## config.mk

```make
export PLATFORM = sky130hd
export DESIGN_NAME = mem_response_router
export DESIGN_NICKNAME = d
export VERILOG_FILES = /design/src/rtl/mem_route_pkg.sv /design/src/rtl/mem_tag_fifo.sv /design/src/rtl/mem_response_router.sv
export SDC_FILE = /design/constraint.sdc
export NUM_CORES = 1
export LEC_CHECK = 0
export BUFFER_PORTS_ARGS = -buffer_cell sky130_fd_sc_hd__buf_4
export CORE_MARGIN = 1
export CORE_UTILIZATION = 40
export CTS_CLUSTER_SIZE = 14
export DETAILED_ROUTE_END_ITERATION = 8
export PLACE_DENSITY = 0.72
export SYNTH_ARGS = -nofsm -noshare
export SYNTH_HDL_FRONTEND = slang
export SYNTH_HIERARCHICAL = 1
export SYNTH_SLANG_ARGS = --single-unit
```

## constraint.sdc

```tcl
create_clock -name clk -period 8 [get_ports clk]
set_input_delay 1.2 -clock clk [delete_from_list [all_inputs] [get_ports clk]]
set_output_delay 1.2 -clock clk [all_outputs]
set_load 0.02 [all_outputs]
```

## src/rtl/mem_route_pkg.sv

```systemverilog
// Shared definitions for the crossbar return path: index widths, slave index type
// and the round-robin priority update used by both the crossbar and the router.
package mem_route_pkg;

   localparam int MAX_SIDX_W = 16;

   typedef logic [MAX_SIDX_W-1:0] slave_idx_t;

   // Index width for a port count; a single port still needs one bit.
   function automatic int sidx_w(input int ports);
      return (ports > 1) ? $clog2(ports) : 1;
   endfunction

   // Priority moves to the port just after the winner, wrapping at the port count.
   function automatic int next_priority(input int winner, input int ports);
      return (winner + 1 >= ports) ? 0 : winner + 1;
   endfunction

endpackage

```

## src/rtl/mem_tag_fifo.sv

```systemverilog
// In-order tag FIFO for one memory master: records the slave index of every
// forwarded read so the matching response can be routed back.
module mem_tag_fifo #(
   parameter int WIDTH = 1,
   parameter int DEPTH = 4
) (
   input  logic             clk,
   input  logic             rst,
   input  logic             push_valid,
   output logic             push_ready,
   input  logic [WIDTH-1:0] push_data,
   output logic             pop_valid,
   input  logic             pop_ready,
   output logic [WIDTH-1:0] pop_data
);

   localparam int PTR_W = $clog2(DEPTH);
   localparam int CNT_W = PTR_W + 1;

   logic [WIDTH-1:0] mem [DEPTH];
   logic [PTR_W-1:0] wr_ptr_reg;
   logic [PTR_W-1:0] rd_ptr_reg;
   logic [CNT_W-1:0] count_reg;
   logic [CNT_W-1:0] count_next;
   logic             push_fire;
   logic             pop_fire;

   // Both flags come from the registered count only: no bypass, and a pop in
   // the same cycle never frees a slot for a push.
   assign push_ready = (count_reg != CNT_W'(DEPTH));
   assign pop_valid  = (count_reg != '0);
   assign push_fire  = push_valid && push_ready;
   assign pop_fire   = pop_valid && pop_ready;
   assign pop_data   = mem[rd_ptr_reg];

   always_comb begin
      count_next = count_reg;
      case ({push_fire, pop_fire})
         2'b10:   count_next = count_reg + 1'b1;
         2'b01:   count_next = count_reg - 1'b1;
         default: count_next = count_reg;
      endcase
   end

   always_ff @(posedge clk or negedge rst) begin
      if (!rst) begin
         wr_ptr_reg <= '0;
         rd_ptr_reg <= '0;
         count_reg  <= '0;
      end else begin
         if (push_fire) wr_ptr_reg <= wr_ptr_reg + 1'b1;
         if (pop_fire)  rd_ptr_reg <= rd_ptr_reg + 1'b1;
         count_reg <= count_next;
      end
   end

   always_ff @(posedge clk) begin
      if (push_fire) mem[wr_ptr_reg] <= push_data;
   end

endmodule

```

## src/rtl/mem_response_router.sv

```systemverilog
// Return-path router: pops each master's tag FIFO on a response, arbitrates
// round-robin per destination slave and registers the winning beat.
module mem_response_router
   import mem_route_pkg::*;
#(
   parameter int SLAVE_PORTS  = 1,
   parameter int MASTER_PORTS = 1,
   parameter int DATA_WIDTH   = 32,
   parameter int DEPTH        = 4,
   parameter int ADDR_WIDTH   = 32,
   localparam int SIDX_W      = sidx_w(SLAVE_PORTS)
) (
   input  logic                           clk,
   input  logic                           rst,
   input  logic [MASTER_PORTS-1:0]        track_valid,
   output logic [MASTER_PORTS-1:0]        track_ready,
   input  logic [MASTER_PORTS*SIDX_W-1:0] track_slave,
   input  logic [MASTER_PORTS-1:0]        responses_valid,
   output logic [MASTER_PORTS-1:0]        responses_ready,
   input  logic [MASTER_PORTS*DATA_WIDTH-1:0] responses_data,
   output logic [SLAVE_PORTS-1:0]         returns_valid,
   input  logic [SLAVE_PORTS-1:0]         returns_ready,
   output logic [SLAVE_PORTS*DATA_WIDTH-1:0] returns_data,
   output logic [SLAVE_PORTS-1:0]         returns_read_enable,
   output logic [SLAVE_PORTS-1:0]         returns_write_enable,
   output logic [SLAVE_PORTS*ADDR_WIDTH-1:0] returns_addr
);

   localparam int MIDX_W = sidx_w(MASTER_PORTS);

   logic [SIDX_W-1:0]       head [MASTER_PORTS];
   logic [MASTER_PORTS-1:0] tag_avail;
   logic [DATA_WIDTH-1:0]   resp_data [MASTER_PORTS];
   logic [MASTER_PORTS-1:0] grant [SLAVE_PORTS];

   genvar gi;
   generate
      for (gi = 0; gi < MASTER_PORTS; gi++) begin : g_master
         assign resp_data[gi] = responses_data[gi*DATA_WIDTH +: DATA_WIDTH];

         mem_tag_fifo #(
            .WIDTH(SIDX_W),
            .DEPTH(DEPTH)
         ) u_tag_fifo (
            .clk       (clk),
            .rst       (rst),
            .push_valid(track_valid[gi]),
            .push_ready(track_ready[gi]),
            .push_data (track_slave[gi*SIDX_W +: SIDX_W]),
            .pop_valid (tag_avail[gi]),
            .pop_ready (responses_ready[gi]),
            .pop_data  (head[gi])
         );

         // An out-of-range tag would stall this master forever.
         a_tag_in_range: assert property (@(posedge clk) disable iff (!rst)
            (track_valid[gi] && track_ready[gi]) |->
            (slave_idx_t'(track_slave[gi*SIDX_W +: SIDX_W]) < slave_idx_t'(SLAVE_PORTS)));
      end
   endgenerate

   // A master's head tag selects exactly one slave, so at most one grant per master.
   always_comb begin
      responses_ready = '0;
      for (int j = 0; j < SLAVE_PORTS; j++) begin
         responses_ready = responses_ready | grant[j];
      end
   end

   generate
      for (gi = 0; gi < SLAVE_PORTS; gi++) begin : g_slave
         logic [MASTER_PORTS-1:0] cand;
         logic [MASTER_PORTS-1:0] grant_local;
         logic [MIDX_W-1:0]       prio_reg;
         logic [MIDX_W-1:0]       winner;
         logic                    found;
         logic                    load_en;
         logic                    out_valid_reg;
         logic [DATA_WIDTH-1:0]   out_data_reg;

         always_comb begin
            cand = '0;
            for (int i = 0; i < MASTER_PORTS; i++) begin
               cand[i] = responses_valid[i] && tag_avail[i] &&
                         (slave_idx_t'(head[i]) == slave_idx_t'(gi));
            end
         end

         // Scan from the highest offset down so the nearest candidate at or
         // after prio_reg is the one left standing.
         always_comb begin
            int idx;
            found  = 1'b0;
            winner = prio_reg;
            idx    = 0;
            for (int k = MASTER_PORTS - 1; k >= 0; k--) begin
               idx = (int'(prio_reg) + k) % MASTER_PORTS;
               if (cand[idx]) begin
                  found  = 1'b1;
                  winner = MIDX_W'(idx);
               end
            end
         end

         assign load_en = !out_valid_reg || returns_ready[gi];

         always_comb begin
            grant_local = '0;
            for (int i = 0; i < MASTER_PORTS; i++) begin
               grant_local[i] = found && load_en && (winner == MIDX_W'(i));
            end
         end

         assign grant[gi] = grant_local;

         always_ff @(posedge clk or negedge rst) begin
            if (!rst) begin
               out_valid_reg <= 1'b0;
               out_data_reg  <= '0;
               prio_reg      <= '0;
            end else if (load_en) begin
               if (found) begin
                  out_valid_reg <= 1'b1;
                  out_data_reg  <= resp_data[winner];
                  prio_reg      <= MIDX_W'(next_priority(int'(winner), MASTER_PORTS));
               end else begin
                  out_valid_reg <= 1'b0;
               end
            end
         end

         assign returns_valid[gi]                               = out_valid_reg;
         assign returns_data[gi*DATA_WIDTH +: DATA_WIDTH]       = out_data_reg;
         assign returns_read_enable[gi]                         = 1'b0;
         assign returns_write_enable[gi]                        = 1'b0;
         assign returns_addr[gi*ADDR_WIDTH +: ADDR_WIDTH]       = '0;
      end
   endgenerate

endmodule

```

==> impl_metrics.tcl <==
set metrics [dict create \
    setup_viol 0 \
    avgSynthCellArea_sq_um 13.9 \
    num_rows 26 \
    grt_max_degree 41 \
    grt_pass1_vias 1132 \
    wl_per_cell_microns 11.6 \
    irDropWorstVdd_uv 132 \
    multi_input_area_sq_um 786 \
    synthTopCellsByArea "dfrtp_1, mux2_2, buf_4, edfxtp_1, ha_1" \
    synth.largest_area_cell "dfrtp_1" \
    timing.hold.ws_ns 0.485 \
    finalCritPeriodShare_pct 45.1 \
    worst_pin_slew_ns 0.577 \
    layout-drive-gt1-share_pct 53.5 \
    vias 1272 \
    numClockSinks 44 \
    slew_headroom_pct 61.5 \
    track_usage_pct 12.6 \
    skew_ns 0.00749 \
    seqPwrFrac_pct 37.4 \
    p_sw_share_pct 36.9 \
    dieArea_sq_um 5550 \
    cts_buffers 5 \
    hold_path_class "reg -> reg" \
    cp-start-kind "flip-flop" \
    p_int_mw 0.672 \
    arrival_ns 2.41 \
    yosys.area.top_type_share_pct 47.6 \
    dieWidth_microns 74.5 \
    rsz0062_at_grt "false" \
    synth_seq_cells 44 \
    antenna_cells 0 \
    clockBufferDepth 2 \
    dr.pass1.iters 3 \
    postRouteAntennaNets 0 \
    grt_pass1_wl_microns 5180 \
    drc 0 \
    antenna_found_initial 0 \
    cts.clk_slew.worst_paths_ns 0.07 \
    fmax_ghz 0.277 \
    vias_per_cell 4.27 \
    area_growth_pct 26.8 \
    io_pins 107 \
    gp_congestion 0.719 \
    htree_levels 2 \
    p_switching_mw 0.393 \
    synth_enable_flop_cells 4 \
    portBuffers 72 \
    largest_register_ffs 32 \
    power_frac_comb_pct 49.7 \
    start_util_pct 41.4 \
    syn_area_sq_um 2100 \
    finalNetCount 271 \
    powerDensity_nw_per_um2 400 \
    hold_violations 0 \
    dp_hpwl_microns 2680 \
    seq_area_sq_um 1120 \
    yosys-top-cells-count "dfrtp_1, buf_4, mux2_2" \
    fillCellCount 463 \
    grt_overflow 0 \
    power.leakage_nw 1.31 \
    syn_inst 151 \
    pwr-share-clk_pct 12.9 \
    fin_crit_ns 3.61 \
    floorplan.core_area_sq_um 5070 \
    post_cts_buffers 0 \
    crit_type "reg -> out" \
    yosysWarnings 6 \
    synth-main-ff-cell "dfrtp_1" \
    worstSkewPairLatency_ns 0.29 \
    async_flop_share_pct 90.9 \
    required_ns 6.80 \
    cts_tree "yes" \
    cts_resized 0 \
    drt_iter0_markers 50 \
    slew_violations 0 \
    hold_buffers 0 \
    outcome "completed" \
    fin_util_pct 52.5 \
    tns_ns 0 \
    seq_area_frac_synth_pct 53.3 \
    yosysMostFrequentCell "dfrtp_1" \
    maxCapViolations 0 \
    dieHeight_microns 74.5 \
    critPathCaptureType "output port" \
    worstPathMaxFanout 18 \
    cts-root-buf "clkbuf_8" \
    wirelength_microns 3450 \
    ys_types 24 \
]
cell usage in the layout, fill, tap and decap left out, drive strengths merged:
cell / synthesis / routed
conb: 1 / 34
inv: 8 / 8
and3: 4 / 4
edfxtp: 4 / 4
clkinv: 0 / 2
fa: 1 / 1
nand3b: 1 / 1
and2: 1 / 1
a21oi: 1 / 1
mux2: 33 / 33
nand2: 2 / 2
dfrtp: 40 / 40
xnor2: 3 / 3
o31a: 1 / 1
buf: 37 / 73
ha: 5 / 5
nor2: 1 / 1
xor2: 3 / 3
clkbuf: 0 / 6
or3b: 1 / 1
o21ai: 2 / 2
mux4: 1 / 1
or3: 1 / 1
worst max-delay path: stages (launching register included):
cell and delay (ns):
dfrtp_1 0.41, mux4_2 0.52, nand3b_4 0.18, a21oi_4 0.47
buf_4 0.35, buf_4 0.18
final timing paths:
kind	end	slack, ns	startpoint	depth (start not counted)
min in group asynchronous	returns_data[14]	0.87	rst	1
worst min-delay path	g_master[0].u_tag_fifo/rd_ptr_reg[1]	0.49	g_master[0].u_tag_fifo/rd_ptr_reg[1]	1
worst max-delay path	responses_ready	4.39	g_master[0].u_tag_fifo/rd_ptr_reg[0]	5
worst min register to register	g_master[0].u_tag_fifo/rd_ptr_reg[1]	0.49	g_master[0].u_tag_fifo/rd_ptr_reg[1]	1
max in group asynchronous	returns_data[7]	6.78	rst	1
worst max register to register	g_master[0].u_tag_fifo/count_reg[2]	4.71	g_master[0].u_tag_fifo/rd_ptr_reg[0]	11
per-stage QoR:
step	total power, mW	setup slack (ns)	area (sq um)	instances
finish	1.07	4.39	2670	298
global route	1.14	4.26	2670	298
CTS	1.08	4.36	2670	298
detailed placement	0.940	4.40	2570	290
global placement	0.929	4.42	2570	290
floorplan	0.757	5.10	2230	184
power by group through the flow:
stage	logic [mW]	clock network, mW	registers [mW]
floorplan	0.253	0	0.504
global placement	0.527	0	0.402
detailed placement	0.535	0	0.405
CTS	0.536	0.144	0.400
global route	0.571	0.154	0.415
finish	0.529	0.138	0.399
area by class of cell:
type / count / area share, %
flip-flops and latches: 44 / 42.1
multi-input cells: 95 / 29.5
repair buffers: 73 / 20.6
well taps: 70 / 3.29
clock buffers: 6 / 3.10
inverters: 8 / 1.13
clock inverters: 2 / 0.376
cells by family (layout without fill, tap and decap cells):
kind of cell,count (synthesis),count (layout),synth area share [%]
buf+inv,45,89,15.2
mux,34,34,18.9
fa+ha+maj,6,6,3.93
other cells,1,34,0.178
compound gates,4,4,1.73
flops,44,44,53.3
simple gates,11,11,4.23
xor+xnor,6,6,2.50
routing by layer:
layer	track usage [%]	share of wire, %	vias to the layer above	routed length [microns]
met3	5.01	13	4	438
met1	13.7	37	614	1270
met5	0	0	-	0
met2	21.1	49	68	1710
li1	-	-	586	-
met4	6.29	1.2	0	41
No activity file was read; power rests on OpenSTA's default activity.
